[config.mk]
export PLATFORM = sky130hd
export DESIGN_NAME = io_port_ctrl_flat
export DESIGN_NICKNAME = d
export VERILOG_FILES = /design/src/rtl/io_port_ctrl_if.sv /design/src/rtl/io_port_ctrl.sv /design/src/flat_wrapper.sv
export SDC_FILE = /design/constraint.sdc
export NUM_CORES = 1
export LEC_CHECK = 0
export ABC_CLOCK_PERIOD_IN_PS = 2200
export BUFFER_PORTS_ARGS = -buffer_cell sky130_fd_sc_hd__buf_2
export CORE_MARGIN = 3
export CORE_UTILIZATION = 41
export CTS_CLUSTER_DIAMETER = 30
export CTS_CLUSTER_SIZE = 30
export DETAILED_ROUTE_END_ITERATION = 10
export GPL_TIMING_DRIVEN = 0
export HOLD_SLACK_MARGIN = 0.06
export PLACE_DENSITY = 0.6
export SKIP_CTS_REPAIR_TIMING = 1
export SLEW_MARGIN = 10
export SYNTH_ARGS = -nofsm -noshare
export SYNTH_HDL_FRONTEND = slang
export SYNTH_SLANG_ARGS = --single-unit
[constraint.sdc]
create_clock -name clock -period 2.2 [get_ports clock]
set_clock_uncertainty 0.05 [all_clocks]
set_input_delay 0.22 -clock clock [delete_from_list [all_inputs] [get_ports clock]]
set_output_delay 0.22 -clock clock [all_outputs]
set_load 0.02 [all_outputs]
[src/rtl/io_port_ctrl_if.sv]
// Signal bundle between io_port_ctrl and its surroundings (register file, external I/O).
// Optional out_overflow appears when IO_OUT_OVERFLOW_EN is defined.
interface io_port_ctrl_if #(
    parameter int WIDTH     = 16,
    parameter int OUT_DEPTH = 4
);
    localparam int CW = $clog2(OUT_DEPTH) + 1;

    // Handshakes: a word moves on a clock edge where valid && ready are both high;
    // valid must not depend on ready, and the offered data is stable while valid waits.
    logic [WIDTH-1:0] ext_in_data;
    logic             ext_in_valid;
    logic             ext_in_ready;
    logic [WIDTH-1:0] in_data;
    logic             in_data_write;
    logic             in_ack;
    logic             in_pending;
    logic [WIDTH-1:0] out_data;
    logic             out_push;
    logic             out_full;
    logic [CW-1:0]    out_count;
    logic [WIDTH-1:0] ext_out_data;
    logic             ext_out_valid;
    logic             ext_out_ready;
    logic [1:0]       in_state;
`ifdef IO_OUT_OVERFLOW_EN
    logic             out_overflow;
`endif

    modport slave (
        input  ext_in_data, ext_in_valid, in_ack, out_data, out_push, ext_out_ready,
        output ext_in_ready, in_data, in_data_write, in_pending, out_full, out_count,
        output ext_out_data, ext_out_valid, in_state
`ifdef IO_OUT_OVERFLOW_EN
        , output out_overflow
`endif
    );

    modport master (
        output ext_in_data, ext_in_valid, in_ack, out_data, out_push, ext_out_ready,
        input  ext_in_ready, in_data, in_data_write, in_pending, out_full, out_count,
        input  ext_out_data, ext_out_valid, in_state
`ifdef IO_OUT_OVERFLOW_EN
        , input out_overflow
`endif
    );
endinterface

[src/rtl/io_port_ctrl.sv]
// I/O port controller: input word capture into R13 with ack interlock, and an R14 output FIFO.
// Define IO_OUT_OVERFLOW_EN to add the sticky out_overflow flag for dropped pushes.
module io_port_ctrl #(
    parameter int WIDTH     = 16,
    parameter int OUT_DEPTH = 4
) (
    input logic           clock,
    input logic           reset_n,
    io_port_ctrl_if.slave bus
);
    localparam int PW = $clog2(OUT_DEPTH);
    localparam int CW = PW + 1;
    localparam logic [CW-1:0] FULL_CNT = CW'(OUT_DEPTH);

    typedef enum logic [1:0] {
        IN_IDLE     = 2'd0,
        IN_WRITE    = 2'd1,
        IN_WAIT_ACK = 2'd2
    } in_state_t;

    in_state_t        state_q, state_d;
    logic [WIDTH-1:0] in_data_q;
    logic             capture;
    logic             write_strobe;
    logic             pending;

    // ---------------- input path ----------------
    always_ff @(posedge clock) begin
        if (!reset_n) begin
            state_q   <= IN_IDLE;
            in_data_q <= '0;
        end else begin
            state_q <= state_d;
            if (capture) in_data_q <= bus.ext_in_data;
        end
    end

    always_comb begin
        state_d      = state_q;
        capture      = 1'b0;
        write_strobe = 1'b0;
        pending      = 1'b0;
        case (state_q)
            IN_IDLE: begin
                if (bus.ext_in_valid) begin
                    capture = 1'b1;
                    state_d = IN_WRITE;
                end
            end
            IN_WRITE: begin
                write_strobe = 1'b1;
                state_d      = bus.in_ack ? IN_IDLE : IN_WAIT_ACK;
            end
            IN_WAIT_ACK: begin
                pending = 1'b1;
                if (bus.in_ack) state_d = IN_IDLE;
            end
            default: state_d = IN_IDLE;
        endcase
    end

    // Strobes are gated so a reset cycle never shows a write or a pending word.
    assign bus.ext_in_ready  = (state_q == IN_IDLE) && reset_n;
    assign bus.in_data_write = write_strobe && reset_n;
    assign bus.in_pending    = pending && reset_n;
    assign bus.in_data       = in_data_q;
    assign bus.in_state      = state_q;

    // ---------------- output FIFO ----------------
    logic [WIDTH-1:0] mem [OUT_DEPTH];
    logic [PW-1:0]    wr_ptr_q, rd_ptr_q;
    logic [CW-1:0]    count_q;
    logic [WIDTH-1:0] head_q, head_d;
    logic             fifo_valid, fifo_full, push, pop;

    assign fifo_valid = (count_q != '0);
    assign fifo_full  = (count_q == FULL_CNT);
    assign pop        = fifo_valid && bus.ext_out_ready;
    assign push       = bus.out_push && (!fifo_full || pop);

    always_ff @(posedge clock) begin
        if (push) mem[wr_ptr_q] <= bus.out_data;
    end

    // Head is registered so it holds the last popped word once the FIFO empties.
    always_comb begin
        head_d = head_q;
        if (pop) begin
            if (count_q > CW'(1)) head_d = mem[rd_ptr_q + PW'(1)];
            else if (push)        head_d = bus.out_data;
        end else if (push && !fifo_valid) begin
            head_d = bus.out_data;
        end
    end

    always_ff @(posedge clock) begin
        if (!reset_n) begin
            wr_ptr_q <= '0;
            rd_ptr_q <= '0;
            count_q  <= '0;
            head_q   <= '0;
        end else begin
            if (push) wr_ptr_q <= wr_ptr_q + PW'(1);
            if (pop)  rd_ptr_q <= rd_ptr_q + PW'(1);
            case ({push, pop})
                2'b10:   count_q <= count_q + CW'(1);
                2'b01:   count_q <= count_q - CW'(1);
                default: count_q <= count_q;
            endcase
            head_q <= head_d;
        end
    end

    assign bus.out_count     = count_q;
    assign bus.out_full      = fifo_full;
    assign bus.ext_out_valid = fifo_valid;
    assign bus.ext_out_data  = head_q;

`ifdef IO_OUT_OVERFLOW_EN
    logic overflow_q;

    always_ff @(posedge clock) begin
        if (!reset_n)                                 overflow_q <= 1'b0;
        else if (bus.out_push && fifo_full && !pop)   overflow_q <= 1'b1;
    end

    assign bus.out_overflow = overflow_q;
`endif
endmodule

[src/flat_wrapper.sv]
// flat-port wrapper written by rule: the top's interface ports become plain ports
module io_port_ctrl_flat 
#(
    parameter int WIDTH     = 16,
    parameter int OUT_DEPTH = 4
)
  (clock, reset_n, bus_ext_in_data, bus_ext_in_valid, bus_in_ack, bus_out_data, bus_out_push, bus_ext_out_ready, bus_ext_in_ready, bus_in_data, bus_in_data_write, bus_in_pending, bus_out_full, bus_out_count, bus_ext_out_data, bus_ext_out_valid, bus_in_state);
  io_port_ctrl_if #(.WIDTH(WIDTH), .OUT_DEPTH(OUT_DEPTH)) bus_i ();
  input logic clock;
  input logic reset_n;
  input wire logic [$bits(bus_i.ext_in_data)-1:0] bus_ext_in_data;
  input wire logic [$bits(bus_i.ext_in_valid)-1:0] bus_ext_in_valid;
  input wire logic [$bits(bus_i.in_ack)-1:0] bus_in_ack;
  input wire logic [$bits(bus_i.out_data)-1:0] bus_out_data;
  input wire logic [$bits(bus_i.out_push)-1:0] bus_out_push;
  input wire logic [$bits(bus_i.ext_out_ready)-1:0] bus_ext_out_ready;
  output wire logic [$bits(bus_i.ext_in_ready)-1:0] bus_ext_in_ready;
  output wire logic [$bits(bus_i.in_data)-1:0] bus_in_data;
  output wire logic [$bits(bus_i.in_data_write)-1:0] bus_in_data_write;
  output wire logic [$bits(bus_i.in_pending)-1:0] bus_in_pending;
  output wire logic [$bits(bus_i.out_full)-1:0] bus_out_full;
  output wire logic [$bits(bus_i.out_count)-1:0] bus_out_count;
  output wire logic [$bits(bus_i.ext_out_data)-1:0] bus_ext_out_data;
  output wire logic [$bits(bus_i.ext_out_valid)-1:0] bus_ext_out_valid;
  output wire logic [$bits(bus_i.in_state)-1:0] bus_in_state;
  assign bus_i.ext_in_data = bus_ext_in_data;
  assign bus_i.ext_in_valid = bus_ext_in_valid;
  assign bus_i.in_ack = bus_in_ack;
  assign bus_i.out_data = bus_out_data;
  assign bus_i.out_push = bus_out_push;
  assign bus_i.ext_out_ready = bus_ext_out_ready;
  assign bus_ext_in_ready = bus_i.ext_in_ready;
  assign bus_in_data = bus_i.in_data;
  assign bus_in_data_write = bus_i.in_data_write;
  assign bus_in_pending = bus_i.in_pending;
  assign bus_out_full = bus_i.out_full;
  assign bus_out_count = bus_i.out_count;
  assign bus_ext_out_data = bus_i.ext_out_data;
  assign bus_ext_out_valid = bus_i.ext_out_valid;
  assign bus_in_state = bus_i.in_state;
  io_port_ctrl #(.WIDTH(WIDTH), .OUT_DEPTH(OUT_DEPTH)) u_core (.clock(clock), .reset_n(reset_n), .bus(bus_i));
endmodule
==> metrics.txt, run 1 <==
CTS tree yes; GR Util All Layers 0.170; Worst-Skew Late Latency 370 ps; CP top delay family simple AND/OR/NAND/NOR gates; antenna-violating nets left 0; Synth Cell Area 0.00418 mm^2; min cycle time layout 2000 ps; unrepaired setup endpoints after global routing no; pre-CTS setup slack -214 ps; total clock sinks 105; drt via density 4.91; count of final hold-check violations 0; Net Sw Frac 0.319; share of total power in sequential cells 0.476; fin crit share 0.907; Slew Limit Fails 0; antenna violations before repair 0; Comb power frac 0.280; Synth area leader edfxtp_1; syn_nets 358; PD cells 957 mW/mm^2; die outline width 107 um; Initial Utilization 0.424; WHS 59.8 ps; Max-Cap Viols 0; Clock power frac 0.245; critical path endpoint category register; Die H 107 um; first-pass GRT wire length 14.7 mm; synth-to-layout area growth 26.9%; Port-buffer cells 79; # rows 36; residual DRC count 0; via count 2799; drt first pass iters 4; Seq/Total Area, Yosys 0.656; CTS H-tree depth 3; Synth Instances 311; cell internal pwr 3.46 mW; clock buffer depth 2; Final #Nets 479; post-route cell area 0.00531 mm^2; Detailed Place HPWL 6.10 mm; worst slew pin tran 585 ps; number of synthesized register bits 105; Fmax 0.501 GHz; worst-path maximum fanout 7; share of post-route cells with drive strength above 1 0.316; drt initial violations 109; HP Class in2reg; Die Area 0.0115 mm^2; Buf/Inv on CP 2; Final setup viols 0; Critical Path AT 2230 ps; vias in the first global route 2789; Antenna Cells 0; critical path required time 2440 ps; Slew headroom 0.610; Overflow after GRT 0; slowest CP cell dfxtp_2; Setup CP Type reg2reg; P_sw 1.62 mW; Yosys cell types 34; Avg WL per Cell 16.1 um; total power 5.08 mW; I/O pin cnt 80; slowest stage delay, CP 360 ps; gpl congestion 0.735; largest cells by area after synthesis edfxtp_1 (46%), dfxtp_1 (20%), mux4_2 (8.6%), nand2_1 (6.3%), a21boi_0 (3.1%); Worst VDD drop 0.493 mV; largest net degree at the start of global routing 20; critical path startpoint category register; clk root buf clkbuf_8; warning count from the yosys run 0; LEAKAGE 2.03 nW; post-placement cell area 0.00474 mm^2; setup ws final 205 ps; Detailed Route WL 9.16 mm; clock transition at the registers of the reported paths 110 ps; syn avg cell area 13.4 um^2; status completed; post-synth top area share 0.459; CP Cell Sequence inv_1 -> ha_4 -> nand2_1 -> o21a_4 -> inv_1 -> ha_4 -> or3_1 -> a21boi_0; core region area 0.00986 mm^2; Num CTS Buffers 9
[final timing paths]
check                                       start                              endpoint  slack (ps)  cells past startpoint
max          u_core.bus.out_count[1]$_SDFFE_PN0P_  u_core.bus.out_count[2]$_SDFFE_PN0P_         200                      8
min                            bus_ext_in_data[4]    u_core.bus.in_data[4]$_SDFFE_PN0P_          60                      3
max reg2reg  u_core.bus.out_count[1]$_SDFFE_PN0P_  u_core.bus.out_count[2]$_SDFFE_PN0P_         200                      8
min reg2reg    u_core.bus.in_data[7]$_SDFFE_PN0P_    u_core.bus.in_data[7]$_SDFFE_PN0P_         410                      2
[sequential cells by signal, indices dropped and copies added, names as in the netlist]
| register | count |
|---|---|
| u_core.bus.ext_out_data | 16 |
| u_core.bus.in_data | 16 |
| u_core.bus.in_state | 2 |
| u_core.bus.out_count | 3 |
| u_core.mem | 64 |
| u_core.rd_ptr_q | 2 |
| u_core.wr_ptr_q | 2 |
[layout by cell type, fill, tap and decap left out, types with 2 or more instances in the layout]
| master | Yosys | layout |
|---|---|---|
| nor2_1 | 6 | 6 |
| nand2_1 | 70 | 70 |
| clkbuf_8 | 0 | 9 |
| and2_1 | 10 | 6 |
| edfxtp_1 | 64 | 64 |
| o21ai_0 | 5 | 5 |
| a31oi_1 | 15 | 15 |
| a21boi_0 | 17 | 17 |
| inv_1 | 6 | 5 |
| inv_6 | 0 | 2 |
| and2_2 | 0 | 4 |
| clkinvlp_4 | 0 | 2 |
| ha_1 | 9 | 7 |
| xnor2_1 | 5 | 5 |
| inv_2 | 2 | 3 |
| o21ai_1 | 13 | 13 |
| dlygate4sd3_1 | 0 | 31 |
| inv_8 | 0 | 2 |
| mux4_2 | 16 | 16 |
| buf_6 | 3 | 3 |
| ha_4 | 0 | 2 |
| dfxtp_1 | 41 | 39 |
| clkbuf_1 | 6 | 6 |
| buf_2 | 6 | 85 |
[metal layers]
layer	wire [um]	vias up	track usage
li1	-	1357	-
met1	3940	1386	0.214
met2	4800	51	0.295
met3	347	5	0.0470
met4	68	0	0.0374
met5	0	-	0
[metrics by stage]
step           std cells   util  setup TNS (ps)
4_1_cts              539  0.502          -13770
3_5_place_dp         523  0.481          -12280
2_1_floorplan        311      -               0
3_3_place_gp         523  0.481           -8580
5_1_grt              570  0.538               0
6_report             570  0.538               0
[cells in the mapped netlist]
| library cell | count |
|---|---|
| inv_1 | 6 |
| o21ai_0 | 5 |
| mux2i_1 | 1 |
| nor2_1 | 6 |
| a21boi_1 | 1 |
| nand3_1 | 1 |
| o21a_1 | 1 |
| xnor2_1 | 5 |
| o31a_1 | 1 |
| o21ai_1 | 13 |
| o21ba_2 | 1 |
| buf_2 | 6 |
| mux4_2 | 16 |
| and3_1 | 1 |
| dfxtp_1 | 41 |
| nand2_1 | 70 |
| clkbuf_1 | 6 |
| clkbuf_2 | 1 |
| ha_1 | 9 |
| a21boi_0 | 17 |
| or3_1 | 1 |
| a21oi_1 | 1 |
| o21bai_1 | 1 |
| a31oi_1 | 15 |
| and3b_1 | 1 |
| buf_6 | 3 |
| nor2b_4 | 1 |
| nor2b_1 | 1 |
| and2_1 | 10 |
| a211oi_2 | 1 |
| edfxtp_1 | 64 |
| o21ai_2 | 1 |
| a21boi_4 | 1 |
| inv_2 | 2 |
[power groups by stage]
stage | clock, mW | sequential, mW | combinational [mW]
CTS | 1.27 | 2.41 | 1.35
floorplan | 0 | 2.59 | 0.781
global route | 1.36 | 2.45 | 1.58
global placement | 0 | 2.44 | 1.33
finish | 1.24 | 2.42 | 1.42
detailed placement | 0 | 2.45 | 1.34
[layout make-up]
type                    instances  area, um^2
plain buffers                  16        91.3
clock buffers                   9         124
clock inverters                 7        85.1
fillers                       849        4560
inverters                       8        30.0
multi-input cells             182        1360
flip-flops and latches        105        2750
well taps                     133         166
repair buffers                110         706
[worst reg2reg max path: cells and delay by family, from the launching register on]
family / cells / cell delay (ps)
and+or+nand+nor: 2 / 440
adders and majority gates: 2 / 410
DFF: 1 / 360
AOI/OAI and AO/OA: 2 / 410
buffers and inverters: 2 / 260
[cell families (layout without fill, tap and decap cells)]
kind of cell,count (synthesis),count (layout),synth area share
DFF,105,105,0.656
and+or+nand+nor,92,92,0.0942
AOI/OAI and AO/OA,59,59,0.0951
buffers and inverters,24,150,0.0290
muxes,17,17,0.0885
adders and majority gates,9,9,0.0269
xor gates and xnor gates,5,5,0.0105
(Power assumes the default switching activity.)
==> inputs of run 2 (changes only) <==
BUFFER_PORTS_ARGS = default   (was -buffer_cell sky130_fd_sc_hd__buf_2)
CTS_BUF_LIST = sky130_fd_sc_hd__clkbuf_8 sky130_fd_sc_hd__clkbuf_16   (was default)
DONT_BUFFER_PORTS = 1   (was default)
PLACE_DENSITY = 0.53   (was 0.6)
==> run 2 against run 1 <==
- critical path depth is the same
- global-route usage fell by 0.58 points
- non-clock buffer count down 75
- largest cell class unchanged
- sequential share of layout area is 3.7 points higher
- worst setup slack got worse by 56 ps
- fmax decreased by 2.7%
- first-iteration DRC count grew 31%
- worst hold slack better by 22 ps
- final cell count shrank 13%
- utilization decreased by 3.6 points
- die area is the same
- count of clock-buffer cells in the layout unchanged
==> metrics.txt, run 2 (synthesized netlist as in run 1, its figures left out) <==
status completed; critical path required time 2460 ps; LEAKAGE 1.70 nW; CP Launch Point u_core.bus.out_count[1]$_SDFFE_PN0P_; core region area 0.00986 mm^2; worst reg2reg path depth 8; Worst VDD drop 0.477 mV; share of post-route cells with drive strength above 1 0.157; worst reg2reg path endpoint u_core.bus.out_count[2]$_SDFFE_PN0P_; GRT met2 Usage 0.272; post-placement cell area 0.00435 mm^2; FF-to-FF setup slack 150 ps; CTS tree yes; clock transition at the registers of the reported paths 100 ps; Overflow after GRT 0; drt initial violations 143; leading cell types in the layout, fill and taps excluded nand2_1 (70), edfxtp_1 (64), dfxtp_1 (39); GRT busiest layer met2; Largest register FFs 64; Final Util 0.502; most frequent CP cell inv_1; clk root buf clkbuf_8; Slew Limit Fails 0; Num CTS Buffers 9; total clock sinks 105; Fmax 0.488 GHz; # rows 36; Worst-Skew Late Latency 380 ps; Die H 107 um; critical path startpoint category register; CP top delay family adder cells; synth-to-layout area growth 18.5%; I/O pin cnt 80; reg2reg start u_core.bus.out_count[1]$_SDFFE_PN0P_; drt via density 5.13; die outline width 107 um; Slew headroom 0.615; CTS H-tree depth 3; min cycle time layout 2050 ps; slowest stage delay, CP 390 ps; Max-Cap Viols 0; antenna violations before repair 0; residual DRC count 0; largest net degree at the start of global routing 20; GR Util All Layers 0.164; Buf/Inv on CP 2; Detailed Place HPWL 5.87 mm; critical path endpoint category register; slowest CP cell dfxtp_4; antenna-violating nets left 0; gpl congestion 0.703; grt met3 use 0.0379; crit path capture u_core.bus.out_count[2]$_SDFFE_PN0P_; post-route cell area 0.00496 mm^2; PD cells 1010 mW/mm^2; via count 2539; drt first pass iters 4; clock buffer depth 2; commonest non-fill, non-tap cell in the layout nand2_1; first-pass GRT wire length 13.6 mm; Setup CP Type reg2reg; Reg with most FFs u_core.mem; worst-path maximum fanout 7; Antenna Cells 0; CP Cell Sequence inv_1 -> ha_2 -> nand2_1 -> o21a_4 -> inv_1 -> ha_1 -> or3_1 -> a21boi_0; Initial Utilization 0.424; Die Area 0.0115 mm^2; Port-buffer cells 0; Final setup viols 0; Final #Nets 404; Critical Path AT 2310 ps; vias in the first global route 2454; M1 GR Usage 0.207; Avg WL per Cell 18.6 um; count of final hold-check violations 0; critical path depth 8; HP Class in2reg; fin crit share 0.932; worst slew pin tran 578 ps; Detailed Route WL 9.20 mm
run 2: area by class of cell:
class                      instances  area (um^2)
clock inverter                     7          110
multi-input combinational        182         1330
tap                              133          166
sequential                       105         2750
inverter                           8         30.0
timing repair buffer              35          350
fill                             871         4910
buffer                            16         91.3
clock buffer                       9          124
run 2: worst min-delay path by stage:
stage	start	to	cells after the start
global route	bus_out_push	u_core.wr_ptr_q[1]$_SDFFE_PN0P_	3
CTS	bus_out_data[3]	u_core.mem[0][3]$_DFFE_PP_	0
detailed placement	bus_out_data[6]	u_core.mem[2][6]$_DFFE_PP_	0
global placement	bus_out_data[6]	u_core.mem[2][6]$_DFFE_PP_	0
finish	bus_out_push	u_core.bus.ext_out_data[1]$_SDFFE_PN0P_	3
floorplan	bus_out_data[0]	u_core.mem[0][0]$_DFFE_PP_	0
run 2: worst register-to-register path, delay by kind of cell (launching register included):
family                     cells  cell delay, ps
and+or+nand+nor                2             460
adders and majority gates      2             500
buffers and inverters          2             180
DFF                            1             390
AOI/OAI and AO/OA              2             410
run 2: metal layers:
| layer | part of all wire | vias up |
|---|---|---|
| met5 | 0 | - |
| met2 | 0.50 | 49 |
| met1 | 0.44 | 1263 |
| met3 | 0.043 | 11 |
| li1 | - | 1216 |
| met4 | 0.018 | 0 |
run 2: through the flow:
stage | setup TNS (ps) | hold slack [ps] | power (mW) | worst slack [ps] | instances
after floorplan | 0 | 269 | 3.37 | 59.4 | 311
after global placement | -19820 | 269 | 3.62 | -320 | 444
after detailed placement | -21180 | 269 | 3.64 | -346 | 444
after CTS | -21600 | -136 | 4.99 | -364 | 460
after global routing | -5.20 | 106 | 5.29 | -5.20 | 495
final | 0 | 82.0 | 5.02 | 149 | 495
run 2: report_power, final:
part | leakage (nW) | total (mW) | switching, mW | internal [mW]
Combinational | 0.664 | 1.07 | 0.607 | 0.459
Sequential | 0.926 | 2.59 | 0.274 | 2.31
Clock | 0.114 | 1.36 | 0.703 | 0.662
Total | 1.70 | 5.02 | 1.58 | 3.44
==> inputs of run 3 (changes only) <==
ABC_AREA = 1   (was default)
==> run 3 against run 2 <==
- die area is 8.9% higher
- area after synthesis is 9.5% higher
- non-clock buffer count is 6 higher
- register-to-register slack better by 20 ps
- combinational power is 81% higher
- highest routed layer unchanged
==> metrics.txt, run 3 <==
cell internal pwr 3.61 mW; Slew Limit Fails 0; PD cells 1100 mW/mm^2; syn_nets 568; Seq/Total Area, Yosys 0.599; die outline width 112 um; CP Launch Point u_core.bus.out_count[0]$_SDFFE_PN0P_; Net Sw Frac 0.393; I/O pin cnt 80; via count 3388; min-delay src bus_out_data[12]; fin crit share 0.924; Final #Nets 617; Final setup viols 0; Yosys cell types 24; drt initial violations 180; clock transition at the registers of the reported paths 100 ps; Die Area 0.0125 mm^2; syn avg cell area 8.79 um^2; CTS H-tree depth 3; metal2 WL 4.97 mm; worst reg2reg path depth 9; warning count from the yosys run 0; largest net degree at the start of global routing 18; setup ws final 168 ps; HP Class in2reg; critical path required time 2410 ps; Setup CP Type reg2reg; Synth area leader edfxtp_1; area taken by multi-input logic gates 0.00161 mm^2; status completed; worst-path maximum fanout 10; worst slew pin tran 645 ps; first-pass GRT wire length 16.6 mm; GR Util All Layers 0.169; number of synthesized register bits 105; EDFF count, synth 64; Die H 112 um; largest family of logic cells by synthesized area simple AND/OR/NAND/NOR gates; Antenna Cells 0; clk root buf clkbuf_8; slowest stage delay, CP 390 ps; residual DRC count 0; slowest CP cell dfxtp_2; Slew headroom 0.566; Buf/Inv on CP 1; DR top layer met4; Worst-Skew Late Latency 370 ps; Fmax 0.492 GHz; Total Neg Setup Slack 0 ps; worst reg2reg path endpoint u_core.bus.out_count[2]$_SDFFE_PN0P_; Synth top cells by count nand2_1 (231), nor2_1 (78), edfxtp_1 (64); post-synth top area share 0.420; antenna violations before repair 0; Avg WL per Cell 15.2 um; Synth Area in Adders 0.0246; Largest register FFs 64; critical path startpoint category register; share of total power in sequential cells 0.461; CTS tree yes; critical path endpoint category register; most frequent CP cell o21ai_0; end point of the worst hold path u_core.bus.ext_out_data[12]$_SDFFE_PN0P_; leading cell types in the layout, fill and taps excluded nand2_1 (231), nor2_1 (74), edfxtp_1 (64); area occupied by registers 0.00275 mm^2; met1 WL 4.94 mm; drt first pass iters 4; complex-gate fraction of the synthesized area 0.0369; min cycle time layout 2030 ps; vias in the first global route 3105; Critical Path AT 2250 ps; unrepaired setup endpoints after global routing no; post-synthesis xor/xnor area fraction 0.00191; Comb power frac 0.326; LEAKAGE 2.39 nW; Final Util 0.508; Reg with most FFs u_core.mem; critical path depth 9; Detailed Route WL 10.8 mm; Synth Instances 521; fillers 1000; Max-Cap Viols 0; core region area 0.0106 mm^2; met3 WL 729 um; Clock power frac 0.212; P_sw 2.33 mW; largest cells by area after synthesis edfxtp_1 (42%), nand2_1 (19%), dfxtp_1 (18%), nor2_1 (6.4%), o21ai_0 (2.5%); # rows 37; Overflow after GRT 0; drt via density 4.77; CP Cell Sequence inv_1 -> ha_2 -> nand3_2 -> nand2_4 -> ha_1 -> nor2_1 -> o21ai_0 -> o21ai_0 -> a21oi_1; multiplexer share of the synthesized area 0; Synth Flop Type edfxtp_1; clock buffer depth 2; reg2reg start u_core.bus.out_count[0]$_SDFFE_PN0P_; Worst VDD drop 0.483 mV; WHS Path Cells 4; Port-buffer cells 0; share of post-route cells with drive strength above 1 0.0974; pre-CTS setup slack -85.3 ps; Detailed Place HPWL 7.21 mm; CP top delay family adder cells; Num CTS Buffers 9; FF-to-FF setup slack 170 ps; Synth Area in Simple Gates 0.283; total clock sinks 105; Synth Cell Area 0.00458 mm^2; count of final hold-check violations 0; commonest non-fill, non-tap cell in the layout nand2_1; synth-to-layout area growth 17.6%; total power 5.94 mW; antenna-violating nets left 0; Initial Utilization 0.432; most common cell in the synthesized netlist nand2_1; gpl congestion 0.724; asr flop ratio synth 0
==> run 3: kinds of logic after synthesis <==
| logic type | after synthesis |
|---|---|
| and+or+nand+nor | 323 |
| DFF | 105 |
| buffers and inverters | 52 |
| AOI/OAI and AO/OA | 31 |
| adders and majority gates | 9 |
| xor gates and xnor gates | 1 |
==> run 3: worst register-to-register path, stage by stage, from the launching register on <==
cell,delay [ps]
dfxtp_2,390
inv_1,150
ha_2,280
nand3_2,110
nand2_4,190
ha_1,310
nor2_1,110
o21ai_0,110
o21ai_0,180
a21oi_1,50
==> run 3: metal layers <==
metal	up-vias	track usage
met1	1550	0.226
met2	96	0.259
met4	0	0.0649
met3	14	0.0533
met5	-	0
li1	1728	-
==> run 3: power groups by stage <==
| stage | registers (mW) | logic (mW) | clock network (mW) |
|---|---|---|---|
| 2_1_floorplan | 2.72 | 1.44 | 0 |
| 3_3_place_gp | 2.79 | 1.84 | 0 |
| 3_5_place_dp | 2.79 | 1.88 | 0 |
| 4_1_cts | 2.74 | 1.89 | 1.29 |
| 5_1_grt | 2.78 | 2.23 | 1.37 |
| 6_report | 2.74 | 1.94 | 1.26 |
==> run 3: cell type report <==
type                    instances  share of cell area
repair buffers                 38              0.0723
multi-input cells             364               0.299
inverters                      33              0.0235
flip-flops and latches        105               0.510
clock inverters                 4             0.00558
clock buffers                  12              0.0349
well taps                     136              0.0316
plain buffers                  19              0.0232
==> run 3: worst max path at each step <==
stage	to	slack (ps)
after global placement	u_core.mem[0][10]$_DFFE_PP_	-720
after floorplan	u_core.mem[0][0]$_DFFE_PP_	-40
after detailed placement	u_core.mem[3][10]$_DFFE_PP_	-90
final	u_core.bus.out_count[2]$_SDFFE_PN0P_	170
after CTS	u_core.mem[3][10]$_DFFE_PP_	-100
after global routing	u_core.bus.out_count[2]$_SDFFE_PN0P_	7
==> run 3: through the flow <==
stage                     hold WS [ps]  cells  area, um^2
after floorplan                    242    521        4580
after global placement             244    657        4750
after detailed placement           244    661        4810
after CTS                         -165    677        5020
after global routing              68.4    711        5390
final                             35.9    711        5390
